$ cat config.mk
export PLATFORM = sky130hd
export DESIGN_NAME = timer_multi
export DESIGN_NICKNAME = d
export VERILOG_FILES = /design/src/rtl/timer_multi.sv
export SDC_FILE = /design/constraint.sdc
export NUM_CORES = 1
export LEC_CHECK = 0
export ABC_AREA = 1
export CAP_MARGIN = 20
export CORE_AREA = 2 2 151 227
export DETAILED_ROUTE_END_ITERATION = 6
export DIE_AREA = 0 0 153 229
export GPL_TIMING_DRIVEN = 0
export SLEW_MARGIN = 25
export SYNTH_ARGS = -nofsm -noshare
export SYNTH_HDL_FRONTEND = slang
export SYNTH_SLANG_ARGS = --single-unit
$ cat constraint.sdc
create_clock -name clk -period 4.66 [get_ports clk]
set_clock_uncertainty 0.15 [all_clocks]
set_input_delay 0.466 -clock clk [delete_from_list [all_inputs] [get_ports clk]]
set_output_delay 0.466 -clock clk [all_outputs]
set_load 0.1 [all_outputs]
$ cat src/rtl/timer_multi.sv
// -----------------------------------------------------------------------------
// timer_multi
//
// Multi-channel interval timer. A single free-running prescaler produces a
// tick. Each channel counts up on ticks while enabled. When a channel's count
// equals its compare value on a tick, it sets a sticky pending flag. In
// auto-reload mode the count then restarts from 0. In one-shot mode the count
// holds at the compare value and the channel disables itself. Pending flags
// are cleared by writing 1 to STAT. They are gated by the per-channel ie bit
// to form intr_vec, and OR-ed together to form intr_expc.
//
// Ports
//   clk        system clock, rising edge
//   reset      synchronous, active-high; clears all state
//   wr_en      single-cycle register write strobe
//   addr       word address: [ADDR_W-1:2] = channel, [1:0] = register
//   wdata      write data
//   rdata      combinational read data for addr
//   intr_vec   per-channel interrupt (pending & ie)
//   intr_expc  OR of intr_vec
//
// Register map, channel c < NUM_CH:
//   0 CTRL  [0]=en [1]=mode (1 = one-shot) [2]=ie
//   1 CMP   compare value
//   2 COUNT current count (writable)
//   3 STAT  [0]=pending, write-1-to-clear
// Channel NUM_CH, register 0 is PRESCALE. All other addresses read 0 and
// ignore writes.
// -----------------------------------------------------------------------------
module timer_multi #(
  parameter  int WIDTH  = 32,
  parameter  int NUM_CH = 2,
  parameter  int PRE_W  = 8,
  localparam int ADDR_W = $clog2(NUM_CH + 1) + 2
) (
  input  logic              clk,
  input  logic              reset,
  input  logic              wr_en,
  input  logic [ADDR_W-1:0] addr,
  input  logic [WIDTH-1:0]  wdata,
  output logic [WIDTH-1:0]  rdata,
  output logic [NUM_CH-1:0] intr_vec,
  output logic              intr_expc
);

  localparam int CH_W = ADDR_W - 2;

  localparam logic [1:0] REG_CTRL  = 2'd0;
  localparam logic [1:0] REG_CMP   = 2'd1;
  localparam logic [1:0] REG_COUNT = 2'd2;
  localparam logic [1:0] REG_STAT  = 2'd3;

  logic [CH_W-1:0]   ch_addr;
  logic [1:0]        reg_addr;

  logic [PRE_W-1:0]  prescale;
  logic [PRE_W-1:0]  pre_cnt;
  logic              tick;
  logic              pre_wr;

  logic [NUM_CH-1:0] en;
  logic [NUM_CH-1:0] mode;
  logic [NUM_CH-1:0] ie;
  logic [NUM_CH-1:0] pending;
  logic [NUM_CH-1:0] match;
  logic [WIDTH-1:0]  cmp   [NUM_CH];
  logic [WIDTH-1:0]  count [NUM_CH];

  assign ch_addr  = addr[ADDR_W-1:2];
  assign reg_addr = addr[1:0];

  assign tick   = (pre_cnt == prescale);
  assign pre_wr = wr_en && (ch_addr == CH_W'(NUM_CH)) && (reg_addr == REG_CTRL);

  // A channel matches only on a tick while enabled.
  always_comb begin
    match = '0;
    for (int i = 0; i < NUM_CH; i++) begin
      match[i] = tick && en[i] && (count[i] == cmp[i]);
    end
  end

  always_ff @(posedge clk) begin
    if (reset) begin
      prescale <= '0;
      pre_cnt  <= '0;
      en       <= '0;
      mode     <= '0;
      ie       <= '0;
      pending  <= '0;
      // NOTE: the per-channel arrays are only a handful of flops, so they are
      // reset like any other register. rdata must read 0 after reset.
      for (int i = 0; i < NUM_CH; i++) begin
        cmp[i]   <= '0;
        count[i] <= '0;
      end
    end else begin
      // Prescaler: a PRESCALE write restarts the divider phase.
      if (pre_wr) begin
        prescale <= wdata[PRE_W-1:0];
        pre_cnt  <= '0;
      end else if (tick) begin
        pre_cnt  <= '0;
      end else begin
        pre_cnt  <= pre_cnt + PRE_W'(1);
      end

      for (int i = 0; i < NUM_CH; i++) begin
        // Timer update first, register writes afterwards.
        // NOTE: when one always_ff block makes several non-blocking
        // assignments to the same bit, the last one wins. Placing the CPU
        // writes after the timer update gives COUNT and CTRL writes priority
        // over the tick-driven changes in the same cycle.
        if (tick && en[i]) begin
          if (match[i]) begin
            if (mode[i]) en[i]    <= 1'b0;
            else         count[i] <= '0;
          end else begin
            count[i] <= count[i] + WIDTH'(1);
          end
        end

        // Sticky pending. A new match overrides a same-cycle write-1-to-clear.
        pending[i] <= match[i] |
                      (pending[i] & ~(wr_en && (ch_addr == CH_W'(i)) &&
                                      (reg_addr == REG_STAT) && wdata[0]));

        if (wr_en && (ch_addr == CH_W'(i))) begin
          case (reg_addr)
            REG_CTRL: begin
              en[i]   <= wdata[0];
              mode[i] <= wdata[1];
              ie[i]   <= wdata[2];
            end
            REG_CMP:   cmp[i]   <= wdata;
            REG_COUNT: count[i] <= wdata;
            default:   ;
          endcase
        end
      end
    end
  end

  // Read mux. Unmapped addresses fall through to the default of 0.
  always_comb begin
    rdata = '0;
    for (int i = 0; i < NUM_CH; i++) begin
      if (ch_addr == CH_W'(i)) begin
        case (reg_addr)
          REG_CTRL:  rdata = {{(WIDTH-3){1'b0}}, ie[i], mode[i], en[i]};
          REG_CMP:   rdata = cmp[i];
          REG_COUNT: rdata = count[i];
          default:   rdata = {{(WIDTH-1){1'b0}}, pending[i]};
        endcase
      end
    end
    if (ch_addr == CH_W'(NUM_CH) && reg_addr == REG_CTRL) begin
      rdata = WIDTH'(prescale);
    end
  end

  assign intr_vec  = pending & ie;
  assign intr_expc = |intr_vec;

endmodule

# Word level (Yosys, flattened, before mapping)
# Memory sizes are Yosys's and may differ from the RTL's.
# Cells that the tools add are included.
[word_totals]
inputBits = 39
wordCells = 112
mem_count = 2
regBits = 24
ram_bits = 128
out_inout_bits = 35
[op_classes]
muxes = 57
eq_ne = 8
add_sub_neg = 3
bitwise_logic = 15
n_reduce_logical = 19
[mem_list]
columns = ["name", "words", "width", "read_ports", "rd_ports_with_merged_regs", "write_ports", "line_no", "rtl"]
rows = [
  ["cmp", 2, 32, 2, 0, 2, "66", "logic [WIDTH-1:0] cmp [NUM_CH];"],
  ["count", 2, 32, 2, 0, 2, "67", "logic [WIDTH-1:0] count [NUM_CH];"],
]
[op_table]
columns = ["operator", "count"]
rows = [
  ["$mux W32", 11],
  ["$pmux W32 S3", 2],
  ["$add A32 B1 Y32 const B", 2],
  ["$eq A32 B32 Y1", 2],
  ["$mux W1", 44],
  ["$logic_and A1 B1 Y1", 13],
  ["$or A1 B1 Y1", 10],
  ["$add A8 B1 Y8 const B", 1],
  ["$eq A8 B8 Y1", 1],
  ["$eq A2 B2 Y1 const B", 3],
  ["$eq A2 B1 Y1 const B", 2],
  ["$logic_not A2 Y1", 2],
  ["$reduce_and A2 Y1", 2],
  ["$reduce_or A3 Y1", 1],
  ["$and A1 B1 Y1", 2],
  ["$and A2 B2 Y2", 1],
  ["$not A1 Y1", 2],
  ["$reduce_or A2 Y1", 1],
]

# Longest topological paths before layout
[logic_depth]
ltp_word = 10
ltp_mapped = 13
mapped_depth_nobuf = 13

# Worst setup path after synthesis
# No wires, ideal clock.
[synth_path]
path_kind = "input port to flip-flop"
from = "in addr[2]"
to = "mem cmp[1][0] (netlist: cmp[0][32]), enable pin"
cell_stages = 7
t_required_ps = 4044
setup_time_ps = 466
setup_slack_ps = 690
arrival_time_ps = 3354
path_cell_list = "buf_4 -> inv_2 -> nor2_8 -> inv_2 -> nor2_2 -> inv_2 -> o21ai_0"
[synth_rtl]
columns = ["item", "line_no", "rtl"]
rows = [
  ["start, declared", "39", "input logic [ADDR_W-1:0] addr,"],
  ["end, declared", "66", ""],
]

# Final worst setup path
[layout_path]
from = "in addr[0]"
to = "out rdata[14]"
[layout_via]
elab_chain_len = 5
[layout_lines]
columns = ["item", "line_no", "rtl"]
rows = [
  ["$eq A2 B2 Y1, or another cell as far along", "149", "case (reg_addr)"],
  ["$pmux W32 S3", "149", ""],
  ["$mux W32 (2 in a row)", "148", "if (ch_addr == CH_W'(i)) begin"],
  ["$mux W32 (*)", "157", "if (ch_addr == CH_W'(NUM_CH) && reg_addr == REG_CTRL) begin"],
  ["end, declared", "41", "output logic [WIDTH-1:0] rdata,"],
]
# Mark *: on every way between the ends. The rest lies on a longest branch, timed or not.

==> impl_metrics.toml <==
[power_and_ir_drop]
total_power_w = 0.00364
power_per_standard_cell_area_nw_per_um2 = 310
max-vdd-ir-drop_mv = 0.246
leakage_nw = 4.58

[synth]
ys_top_cells_by_count = "sky130_fd_sc_hd__nand2_1, sky130_fd_sc_hd__inv_1, sky130_fd_sc_hd__edfxtp_1, sky130_fd_sc_hd__nor2_1, sky130_fd_sc_hd__o22ai_1"
synth.avg_cell_area_um2 = 7.86
synth_largest_type_area_fraction_pct = 39.3
ys_seq_area_share_pct = 44.3
synth_edf_count = 128
postSynth.topFlopCell = "sky130_fd_sc_hd__edfxtp_1"
syn_nets = 1285
yosysWarnings = 0
async_reset_ff_share_pct = 0
synthDominantAreaCellType = "sky130_fd_sc_hd__edfxtp_1"
synthCells = 1243
yosysMostFrequentCell = "sky130_fd_sc_hd__nand2_1"
number_of_library_cell_types_mapped_by_synthesis = 41
ys_top_cells_by_area = "sky130_fd_sc_hd__edfxtp_1, sky130_fd_sc_hd__nand2_1, sky130_fd_sc_hd__inv_1"
synth-seq-cells = 152
synthesis.area_um2 = 9770

[timing]
min_period_ns = 4.53
maxSlewViolCount = 0
max_freq_mhz = 221
hold_violations = 0
grt_setup_unrepaired = "false"
final.setup.worst_slack_ns = 0.126
max_slew.worst_pin.slew_ns = 0.993
worst_slew_margin_rel_pct = 33.6
setup_violations = 0
finalHoldWorstSlack_ns = 0.327
period_utilization_post_route_pct = 97.3

[global_route]
via_count_of_the_first_global_routing_pass = 9359
pin_count_of_the_biggest_net_entering_global_routing = 19
global_route.usage.total_pct = 21.4
grt_first_pass_wirelength_um = 55400
antenna_violations_before_repair = 0
grt_overflow = 0

[worst_setup_path]
cp_data_arrival_time_ns = 3.92
critical_path.slowest_cell = "sky130_fd_sc_hd__clkdlybuf4s50_1"
worst_path_dominant_cell_family = "buffers and inverters"
critical_path.startpoint_type = "primary input"
worst-setup-path-type = "in -> out"
crit_path_max_incr_delay_ns = 1.22
worst-path-buf-inv = 4
crit_fanout = 10
cpMostUsedCell = "sky130_fd_sc_hd__clkdlybuf4s50_1"
crit_path_cell_trace = "clkdlybuf4s50_1, inv_1, nor2_1, clkbuf_1, a221oi_1, nor3_1, clkdlybuf4s50_1"
required_time_of_the_critical_path_ns = 4.04
worst_setup_path_end_kind = "primary output"

[routing]
dr.pass1.iters = 7
routed_wire_length_per_instance_um = 21.1
routed-via-count = 9102
vias_per_cell = 5.13
drtIter0Drc = 764
routed_wl_um = 37400
antenna_left = 0
drc = 0

[cts]
post_cts_buffers = 0
path_clk_slew_ns = 0.06
clkLatencyLatePin_ns = 0.47
cts_buffers = 17
cts-htree-levels = 4
cts.hold.buffers_added = 0
clock_path_buffers = 2
postCtsResizedCells = 0
cts_tree = "done"
cts-root-buf = "sky130_fd_sc_hd__clkbuf_16"
clock_sink_count = 152

[place]
place_worst_setup_slack_ns = 0.180
dpl-instance-area_um2 = 11200
detailed_place_hpwl_um = 29500
number_of_i_o_port_buffers = 71
gpl.final_weighted_congestion = 0.985

[run_status]
status = "completed"

[run]
max_cap_viol_count = 0

[floorplanning]
die_area_um2 = 35000
core-area_um2 = 33100
die_width_um = 153
fp-row-count = 82
floorplan.initialDensity_pct = 29.5
dieHeight_um = 229
ioPinCount = 74

[hold_path]
worstHoldPathType = "reg -> reg"

[layout]
antennaDiodeCount = 0
drive_above_1_share_pct = 8.34
finish.instance_area_um2 = 11700
final_util_pct = 35.4
area_delta_synth_final_pct = 20.2
finish.net_count = 1384
[flip-flops by register name, indices dropped and copies added (netlist names)]
signal and flops:
pre_cnt 8, mode 2, count 64, ie 2, pending 2, en 2
cmp 64, prescale 8
[where the power goes]
part           switching [W]  internal (W)  total, W
logic               0.000432      0.000181  0.000613
clock network       0.000635      0.000781   0.00142
registers          0.0000682       0.00154   0.00161
[cells by family (layout without fill, tap and decap cells)]
group                    after synthesis  in the layout  synth area share (%)
AO/OA/AOI/OAI                        191            191                  11.7
XOR/XNOR                             105            105                  9.41
AND/OR/NAND/NOR                      571            571                  25.2
flip-flops                           152            152                  44.3
adder cells (fa/ha/maj)                3              3                 0.384
buffers and inverters                221            333                  9.00
[final cells by class]
type                    count  area, µm²
clock buffers              21        504
multi-input cells         870       4600
well taps                 420        526
clock inverters            11       78.8
plain buffers              45        219
repair buffers             80        828
fillers                  3501      21400
inverters                 176        661
flip-flops and latches    152       4320
[metal layers]
metal / wire [µm] / global-route usage [%]
met1: 13000 / 21.1
met2: 19900 / 40.4
met3: 1710 / 3.58
met4: 2700 / 14.9
met5: 0 / 0
[worst reg2reg max path, delay by kind of cell (launching register included)]
family / cells / cell delay, ns
and+or+nand+nor: 6 / 1.04
DFF: 1 / 0.44
AOI/OAI and AO/OA: 1 / 0.39
buffers and inverters: 4 / 0.90
[through the flow]
stage	instances	setup TNS [ns]
after floorplan	1243	0
after global placement	1734	-157.18
after detailed placement	1743	0
after CTS	1775	0
after global routing	1775	0
final	1775	0
[final timing paths]
kind / slack, ns / depth (start not counted) / start / to
worst max-delay path: 0.13 / 7 / addr[0] / rdata[14]
worst min-delay path: 0.33 / 1 / pre_cnt[0] / pre_cnt[0]
worst max register to register: 1.43 / 11 / count[1][17] / count[1][9]
worst min register to register: 0.33 / 1 / pre_cnt[0] / pre_cnt[0]
[placed cells by master (no fill, tap or decap), drive strengths merged, types with 5 or more instances in the layout]
cell type,n
o22ai,65
dfxtp,24
nor3,33
a31oi,12
nand4,15
clkbuf,40
nand2,336
o21ai,70
a221oi,9
buf,35
a21oi,17
a22o,9
nand3,40
inv,183
o211ai,5
edfxtp,128
xnor2,47
xor2,58
nor2,136
clkdlybuf4s50,71
(Power assumes the default switching activity.)
